$ cat src/rtl/lcd_pkg.sv
// lcd_pkg: shared opcodes, sequencer FSM encoding and opcode legality helper.
package lcd_pkg;
  localparam logic [3:0] CMD_WRITE = 4'h0;
  localparam logic [3:0] CMD_LOAD  = 4'hC;
  localparam logic [3:0] CMD_MAX   = 4'hC;
  localparam logic [1:0] S_IDLE      = 2'd0;
  localparam logic [1:0] S_ISSUE     = 2'd1;
  localparam logic [1:0] S_GUARD     = 2'd2;
  localparam logic [1:0] S_WAIT_DONE = 2'd3;
  function automatic logic is_legal(input logic [3:0] c);
    return c <= CMD_MAX;
  endfunction
endpackage

$ cat src/rtl/lcd_cmd_sequencer_if.sv
// lcd_cmd_sequencer_if: host push handshake plus controller issue/busy/done signals.
interface lcd_cmd_sequencer_if;
  logic [3:0] host_cmd;
  logic       host_valid;
  logic       host_ready;
  logic [3:0] cmd;
  logic       cmd_valid;
  logic       busy;
  logic       done;
  logic       seq_done;
  modport master (output host_cmd, host_valid, busy, done, input host_ready, cmd, cmd_valid, seq_done);
  modport slave  (input host_cmd, host_valid, busy, done, output host_ready, cmd, cmd_valid, seq_done);
endinterface

$ cat src/rtl/lcd_cmd_fifo.sv
// lcd_cmd_fifo: DEPTH x 4 opcode FIFO; refuses push when full, ignores pop when empty.
module lcd_cmd_fifo #(
  parameter int DEPTH = 8
) (
  input  logic                     clk,
  input  logic                     reset,
  input  logic                     push_i,
  input  logic                     pop_i,
  input  logic [3:0]               din_i,
  output logic [3:0]               dout_o,
  output logic                     full_o,
  output logic                     empty_o,
  output logic [$clog2(DEPTH):0]   count_o
);
  localparam int AW = $clog2(DEPTH);
  logic [3:0]    mem_q [DEPTH];
  logic [AW-1:0] wp_q, rp_q;
  logic [AW:0]   cnt_q;
  logic          do_push, do_pop;
  // occupancy never exceeds 2^AW, so the top count bit alone marks full
  assign full_o  = cnt_q[AW];
  assign empty_o = cnt_q == '0;
  assign count_o = cnt_q;
  assign dout_o  = mem_q[rp_q];
  assign do_push = push_i & ~full_o;
  assign do_pop  = pop_i & ~empty_o;
  always_ff @(posedge clk or posedge reset) begin
    if (reset) begin
      wp_q  <= '0;
      rp_q  <= '0;
      cnt_q <= '0;
    end else begin
      if (do_push) wp_q <= wp_q + AW'(1);
      if (do_pop) rp_q <= rp_q + AW'(1);
      cnt_q <= cnt_q + (AW+1)'(do_push) - (AW+1)'(do_pop);
    end
  end
  always_ff @(posedge clk) begin
    if (do_push) mem_q[wp_q] <= din_i;
  end
endmodule

$ cat src/rtl/lcd_cmd_sequencer.sv
// lcd_cmd_sequencer: queues host opcodes and issues them to the LCD controller when it is idle.
module lcd_cmd_sequencer import lcd_pkg::*; #(
  parameter int DEPTH = 8,
  parameter int CNT_W = 8
) (
  input  logic                   clk,
  input  logic                   reset,
  lcd_cmd_sequencer_if.slave     bus,
  output logic [$clog2(DEPTH):0] fifo_count,
  output logic [CNT_W-1:0]       illegal_cnt
);
  logic [1:0]       st_q, st_d;
  logic [3:0]       cmd_q, cmd_d, head;
  logic             vld_q, vld_d, sd_q, sd_d, rdy_q;
  logic [CNT_W-1:0] ill_q;
  logic             full, empty, pop, accept, push;
  assign accept          = bus.host_valid & bus.host_ready;
  assign push            = accept & is_legal(bus.host_cmd);
  assign bus.host_ready  = rdy_q & ~full;
  assign bus.cmd         = cmd_q;
  assign bus.cmd_valid   = vld_q;
  assign bus.seq_done    = sd_q;
  assign illegal_cnt     = ill_q;
  lcd_cmd_fifo #(.DEPTH(DEPTH)) u_fifo (
    .clk(clk), .reset(reset), .push_i(push), .pop_i(pop), .din_i(bus.host_cmd),
    .dout_o(head), .full_o(full), .empty_o(empty), .count_o(fifo_count)
  );
  always_comb begin
    st_d  = st_q;
    cmd_d = cmd_q;
    vld_d = 1'b0;
    sd_d  = 1'b0;
    pop   = 1'b0;
    case (st_q)
      S_IDLE: if (!empty && !bus.busy) begin
        pop   = 1'b1;
        cmd_d = head;
        vld_d = 1'b1;
        st_d  = S_ISSUE;
      end
      S_ISSUE: st_d = (cmd_q == CMD_WRITE) ? S_WAIT_DONE : S_GUARD;
      S_GUARD: st_d = S_IDLE;
      default: if (bus.done) begin
        sd_d = 1'b1;
        st_d = S_GUARD;
      end
    endcase
  end
  always_ff @(posedge clk or posedge reset) begin
    if (reset) begin
      st_q  <= S_IDLE;
      cmd_q <= '0;
      vld_q <= 1'b0;
      sd_q  <= 1'b0;
      rdy_q <= 1'b0;
      ill_q <= '0;
    end else begin
      st_q  <= st_d;
      cmd_q <= cmd_d;
      vld_q <= vld_d;
      sd_q  <= sd_d;
      rdy_q <= 1'b1;
      if (accept && !is_legal(bus.host_cmd) && !(&ill_q)) ill_q <= ill_q + CNT_W'(1);
    end
  end
endmodule

$ cat src/flat_wrapper.sv
// flat-port wrapper written by rule: the top's interface ports become plain ports
module lcd_cmd_sequencer_flat import lcd_pkg::*;
#(
  parameter int DEPTH = 8,
  parameter int CNT_W = 8
)
  (clk, reset, fifo_count, illegal_cnt, bus_host_cmd, bus_host_valid, bus_busy, bus_done, bus_host_ready, bus_cmd, bus_cmd_valid, bus_seq_done);
  lcd_cmd_sequencer_if bus_i ();
  input  logic clk;
  input  logic reset;
  output logic [$clog2(DEPTH):0] fifo_count;
  output logic [CNT_W-1:0] illegal_cnt;
  input wire logic [$bits(bus_i.host_cmd)-1:0] bus_host_cmd;
  input wire logic [$bits(bus_i.host_valid)-1:0] bus_host_valid;
  input wire logic [$bits(bus_i.busy)-1:0] bus_busy;
  input wire logic [$bits(bus_i.done)-1:0] bus_done;
  output wire logic [$bits(bus_i.host_ready)-1:0] bus_host_ready;
  output wire logic [$bits(bus_i.cmd)-1:0] bus_cmd;
  output wire logic [$bits(bus_i.cmd_valid)-1:0] bus_cmd_valid;
  output wire logic [$bits(bus_i.seq_done)-1:0] bus_seq_done;
  assign bus_i.host_cmd = bus_host_cmd;
  assign bus_i.host_valid = bus_host_valid;
  assign bus_i.busy = bus_busy;
  assign bus_i.done = bus_done;
  assign bus_host_ready = bus_i.host_ready;
  assign bus_cmd = bus_i.cmd;
  assign bus_cmd_valid = bus_i.cmd_valid;
  assign bus_seq_done = bus_i.seq_done;
  lcd_cmd_sequencer #(.DEPTH(DEPTH), .CNT_W(CNT_W)) u_core (.clk(clk), .reset(reset), .bus(bus_i), .fifo_count(fifo_count), .illegal_cnt(illegal_cnt));
endmodule
$ cat config.mk
export PLATFORM = sky130hd
export DESIGN_NAME = lcd_cmd_sequencer_flat
export DESIGN_NICKNAME = d
export VERILOG_FILES = /design/src/rtl/lcd_pkg.sv /design/src/rtl/lcd_cmd_sequencer_if.sv /design/src/rtl/lcd_cmd_fifo.sv /design/src/rtl/lcd_cmd_sequencer.sv /design/src/flat_wrapper.sv
export SDC_FILE = /design/constraint.sdc
export NUM_CORES = 1
export LEC_CHECK = 0
export BUFFER_PORTS_ARGS = -buffer_cell sky130_fd_sc_hd__clkbuf_2
export CAP_MARGIN = 20
export CORE_UTILIZATION = 52
export CTS_CLUSTER_SIZE = 30
export DETAILED_ROUTE_END_ITERATION = 6
export PLACE_DENSITY_LB_ADDON = 0.05
export SYNTH_ARGS = -nofsm -noshare
export SYNTH_HDL_FRONTEND = slang
export SYNTH_SLANG_ARGS = --single-unit
$ cat constraint.sdc
create_clock -name clk -period 2.3 [get_ports clk]
set_clock_uncertainty 0.05 [all_clocks]
set_input_delay 0.23 -clock clk [delete_from_list [all_inputs] [get_ports clk]]
set_output_delay 0.23 -clock clk [all_outputs]
set_load 0.05 [all_outputs]
After elaboration in Yosys (flattened, before gate mapping)
Memory sizes are Yosys's and may differ from the RTL's. A register that Yosys moved wholly into a read port is not among the register bits.
Cells that the tools add are included.
Operators by class
  magnitude comparators: 1
  reductions and logical operators: 15
  bitwise gates (word level): 7
  $add $sub $neg: 5
  multiplexer cells: 10
  eq/ne operators: 3
Operators by type and width (number)
  $add 8x1->8 const B: 1
  $logic_not 4->1: 2
  $reduce_and 8->1: 1
  $mux 1: 7
  $add 3x1->3 const B: 2
  $pmux 2 s3: 1
  $and 1x1->1: 5
  $add 4x1->4: 1
  $le 4x4->1 const B: 1
  $logic_not 1->1: 4
  $mux 2: 2
  $reduce_and 2->1: 2
  $reduce_bool 4->1: 1
  $sub 4x1->4: 1
  $logic_and 1x1->1: 3
  $reduce_or 3->1: 1
  $eq 2x1->1 const B: 1
  $eq 2x2->1 const B: 1
  $logic_not 2->1: 1
  $ne 2x1->1 const B: 1
  $not 1->1: 2
Storage, ports and cells
  output and inout port bits: 19
  memories kept: 1
  register bits after elaboration: 23
  word-level logic and storage cells: 50
  input port bits: 9
  RAM bits: 32
Memories
  u_core.u_fifo.mem_q: words 8, bits a word 4, read ports 1, clocked after memory_dff 1, write ports 1, RTL line lcd_cmd_fifo.sv:16  | logic [3:0] mem_q [DEPTH];

Depth between registers and ports, before layout
  depth in word-level cells: 7
  depth in mapped cells: 11
  mapped depth without buffers: 10

Cells and area by module
A second synthesis with hierarchy kept.
Second synthesis, totals
  cell total of the unflattened synthesis: 161
  area, all modules: 2556.2 µm²
By module, submodules not included
  lcd_cmd_fifo: sequential area each 1211.2 µm², area each 1804.2 µm², cells an instance 102, times used 1
  lcd_cmd_sequencer: sequential area each 425.4 µm², area each 752.0 µm², cells an instance 59, times used 1

Worst setup path after synthesis
OpenSTA, ideal clock, no wires.
  path type: flip-flop to flip-flop
  from: reg u_core.u_fifo.cnt_q[2] (netlist: u_core.u_fifo.count_o[2])
  to: reg u_core.u_fifo.cnt_q[3] (netlist: u_core.u_fifo.count_o[3])
  data arrival time: 2302 ps
  path slack: -132 ps
  period minus slack after synthesis: 2432 ps
  library setup time: 79 ps
  data required time: 2171 ps
  buffers on the path: 1
  stages on the path, launching flop included: 11
  cell sequence: dfrtp_1 > inv_1 > ha_1 > a21oi_1 > buf_2 > ha_1 > inv_1 > ha_1 > a21o_1 > a21oi_1 > xor2_1
On the way
  word-level cells in the longest chain between the ends: 7
  elaborated cells between the ends (all ways): 9
  classes of those cells: add/sub: 2; mux: 2; bitwise: 2; reduce/logical: 3
RTL lines
  start: declaration: RTL line lcd_cmd_fifo.sv:18  | logic [AW:0] cnt_q;
  start signal: assignment: RTL line lcd_cmd_fifo.sv:35  | cnt_q <= cnt_q + (AW+1)'(do_push) - (AW+1)'(do_pop);
  $logic_not 4->1 (*): RTL line lcd_cmd_fifo.sv:22  | assign empty_o = cnt_q == '0;
  $logic_not 1->1: RTL line lcd_cmd_sequencer.sv:35  | S_IDLE: if (!empty && !bus.busy) begin
  $logic_and 1x1->1: RTL line lcd_cmd_sequencer.sv:35
  $mux 1: RTL line lcd_cmd_sequencer.sv:35
  $mux 1: RTL line lcd_cmd_sequencer.sv:34  | case (st_q)
  $and 1x1->1 (*): RTL line lcd_cmd_fifo.sv:26  | assign do_pop = pop_i & ~empty_o;
  via u_core.u_fifo.do_pop: RTL line lcd_cmd_fifo.sv:19  | logic do_push, do_pop;
  $sub 4x1->4 (*): RTL line lcd_cmd_fifo.sv:35
The timed path passes the listed nets; every way through them passes the cells marked *.
A chain may end at the register's enable or synchronous reset.

Final worst setup path
  from: reg u_core.u_fifo.cnt_q[3] (netlist: u_core.u_fifo.count_o[3])
  to: reg u_core.u_fifo.cnt_q[2] (netlist: u_core.u_fifo.count_o[2])
On the way
  word-level cells in the longest chain between the ends: 7
  elaborated cells between the ends (all ways): 14
  classes of those cells: add/sub: 2; mux: 2; bitwise: 7; reduce/logical: 3
RTL lines (RTL line)
  $not 1->1 / $logic_not 4->1 (equally long branches): lcd_cmd_fifo.sv:25, lcd_cmd_sequencer.sv:19, lcd_cmd_fifo.sv:22
  $and 1x1->1 / $logic_not 1->1 (equally long branches): lcd_cmd_sequencer.sv:19, lcd_cmd_sequencer.sv:35
  $and 1x1->1 / $logic_and 1x1->1 (equally long branches): lcd_cmd_sequencer.sv:17, lcd_cmd_sequencer.sv:35
  $and 1x1->1 / $mux 1 (equally long branches): lcd_cmd_sequencer.sv:18, lcd_cmd_sequencer.sv:35
  $and 1x1->1 / $mux 1 (equally long branches): lcd_cmd_fifo.sv:25, lcd_cmd_sequencer.sv:34
  $add 4x1->4 / $and 1x1->1 (equally long branches): lcd_cmd_fifo.sv:35, lcd_cmd_fifo.sv:26
  $sub 4x1->4 (*): lcd_cmd_fifo.sv:35
Every way passes the cells marked *; elsewhere a longest branch is shown, timed or not.

==> reports/summary.txt <==
Final nets = 237
Post-Syn Area = 2570 um^2
Hold Path Class = in2reg
leakage power = 1.31 nW
Yosys top cell area share = 0.373
pin count of the biggest net entering global routing = 19
unique cell type count in the Yosys netlist = 37
CP Class = reg2reg
die height = 72.4 um
Detailed Route WL = 4470 um
latest clock arrival within the worst-skew pair = 330 ps
GRT Max-Usage Layer = met2
Post-DP HPWL = 3240 um
IO Port Bufs = 27
Placeable Area = 4750 um^2
gr ovfl total = 0
clock tree sinks = 59
Critical Path End Type = flip-flop
Ys Warns = 0
worst vdd ir = 0.882 mV
Cells after Synth = 170
final setup fails = 0
root buf cell = clkbuf_8
GP Congestion = 0.729
clk buf depth = 2
worst-path maximum fanout = 7
RSZ-0062 raised after global routing = false
placed cell areas = 2850 um^2
post-synthesis mux area share = 0.103
syn nets = 192
Cell Pwr Density = 1300 nW/um^2
top cells by area, synth = edfxtp_1 (37%), dfrtp_1 (26%), mux4_2 (7.0%), ha_1 (5.8%), xnor2_1 (2.7%)
met3 Usage GRT = 0.0625
area delta synth->final = 19.8%
post-route setup TNS = 0 ps
Wirelength per Cell = 15.6 um
commonest cells in the netlist = edfxtp_1 (32), dfrtp_1 (27), ha_1 (12)
top achievable clock speed = 460 MHz
I/O pins = 28
multi-input logic area = 881 um^2
min cycle time layout = 2170 ps
Initial Utilization = 0.542
Yosys reg bits = 59
Synth Area in Adders = 0.0661
Worst-Margin Slew = 702 ps
DR DRC count = 0
fin crit share = 0.944
worst endpoint required time = 2460 ps
Fin. Hold Viols = 0
htree depth = 3
global-route wire length before repair = 7360 um
syn_area_per_cell = 15.1 um^2
outcome = complete, no violations
Tot Pwr = 4.00 mW
Core Rows = 25
Yosys top cell by area = edfxtp_1
Post-DRT Antenna Nets = 0
xor and xnor area share after synthesis = 0.0442
post-CTS setup buffers = 0
Worst Path Arrival = 2330 ps
Max Cap Viol = 0
number of antenna repair diodes = 0
Synth Flop Type = edfxtp_1
met1 global-route usage = 0.254
met2 Use GR = 0.320
Post-synth EDFFs = 32
most frequent cell after synthesis = edfxtp_1
sequential fraction of the synthesis area = 0.636
CTS tree = yes
CTS Buf Count = 9
Total Routing Usage GR = 0.199
DR iter-0 viols = 75
Synth Area in Compound Gates = 0.0345
die footprint = 5240 um^2
Simple-Gate Fraction of Synth Area = 0.0904
FFs w/ async S/R, synth = 0.458
DIE WIDTH = 72.4 um
Slew headroom = 0.531
Vias = 1483
Filler cells = 369
drt via density = 5.17
main combinational cell family by area after synthesis = multiplexers
vias in the first global route = 1517
drt pass-1 iters = 4
Reg clk slew, reported paths = 70 ps
Finished Cell Area = 3090 um^2
Startpoint Class = flip-flop
share of cells above drive strength 1 = 0.332
initial antenna violation count = 0
Register Area = 1640 um^2
Slew Limit Fails = 0
critical path, stage by stage, from the launching register on:
cell      delay, ps
dfrtp_1         420
nand3b_4        190
and2b_2         260
inv_2            80
ha_1            280
inv_1            40
ha_1            200
fa_1            390
xor2_1          150
cell usage in the layout, fill, tap and decap left out, types with 3 or more instances in the layout:
| cell type | instances |
|---|---|
| mux4_2 | 8 |
| dfrtp_1 | 26 |
| a21oi_1 | 6 |
| inv_1 | 8 |
| ha_1 | 11 |
| nand2b_1 | 3 |
| edfxtp_1 | 32 |
| xnor2_1 | 8 |
| mux2i_1 | 5 |
| clkbuf_8 | 10 |
| buf_4 | 11 |
| nor3_1 | 5 |
| clkbuf_2 | 27 |
| nand2_1 | 9 |
| nor2_1 | 11 |
| xor2_1 | 5 |
where the power goes:
part | leakage, nW | internal (mW) | switching (mW) | total (mW)
clock | 0.107 | 0.634 | 0.389 | 1.02
combinational | 0.584 | 0.554 | 0.844 | 1.40
sequential | 0.622 | 1.32 | 0.259 | 1.58
total | 1.31 | 2.51 | 1.49 | 4.00
cells by family (layout without fill, tap and decap cells):
kind of cell,Yosys count,in the layout
xor+xnor,13,13
other cells,1,1
buf+inv,15,65
fa+ha+maj,13,13
mux,16,16
compound gates,12,12
flops,59,59
simple gates,41,41
cell type report:
| cell class | instances | area share |
|---|---|---|
| well taps | 67 | 0.0272 |
| flip-flops and latches | 59 | 0.531 |
| clock inverters | 5 | 0.0247 |
| repair buffers | 39 | 0.0738 |
| clock buffers | 11 | 0.0458 |
| inverters | 10 | 0.0122 |
| multi-input cells | 96 | 0.285 |
worst paths after layout:
kind,startpoint,end,slack (ps),depth (start not counted)
min,bus_done,u_core.bus.seq_done$_DFF_PP0_,90,2
min in group asynchronous,reset,u_core.rdy_q$_DFF_PP0_,500,3
max in group asynchronous,reset,u_core.st_q[0]$_DFFE_PP0P_,1100,4
max reg2reg,u_core.u_fifo.count_o[3]$_DFF_PP0_,u_core.u_fifo.count_o[2]$_DFF_PP0_,130,8
max,u_core.u_fifo.count_o[3]$_DFF_PP0_,u_core.u_fifo.count_o[2]$_DFF_PP0_,130,8
min reg2reg,u_core.illegal_cnt[7]$_DFFE_PP0P_,u_core.illegal_cnt[7]$_DFFE_PP0P_,460,1
layer usage:
metal	part of all wire	routed length, um
met5	0	0
met4	0.0060	27
met3	0.040	177
met2	0.51	2270
met1	0.45	2000
registers in the layout, summed over array words and instances, names as in the netlist:
signal,count
u_core.bus.cmd,4
u_core.bus.cmd_valid,1
u_core.u_fifo.wp_q,3
u_core.st_q,2
u_core.rdy_q,1
u_core.u_fifo.count_o,4
u_core.u_fifo.mem_q,32
u_core.bus.seq_done,1
u_core.u_fifo.rp_q,3
u_core.illegal_cnt,8
repair_timing:
action	CTS	global route
hold endpoints to repair	17	0
gates resized for setup	0	4
hold buffers	1	0
setup endpoints to repair	0	1
through the flow:
stage / utilization / hold WS [ps] / std cells / setup slack [ps]
final: 0.649 / 90.0 / 287 / 128
after global placement: 0.599 / 281 / 270 / 187
after floorplan: - / 233 / 170 / 9.17
after global routing: 0.649 / 106 / 287 / 3.45
after CTS: 0.647 / 78.4 / 287 / 19.7
after detailed placement: 0.599 / 310 / 270 / 62.5
No activity file was read; power rests on OpenSTA's default activity.
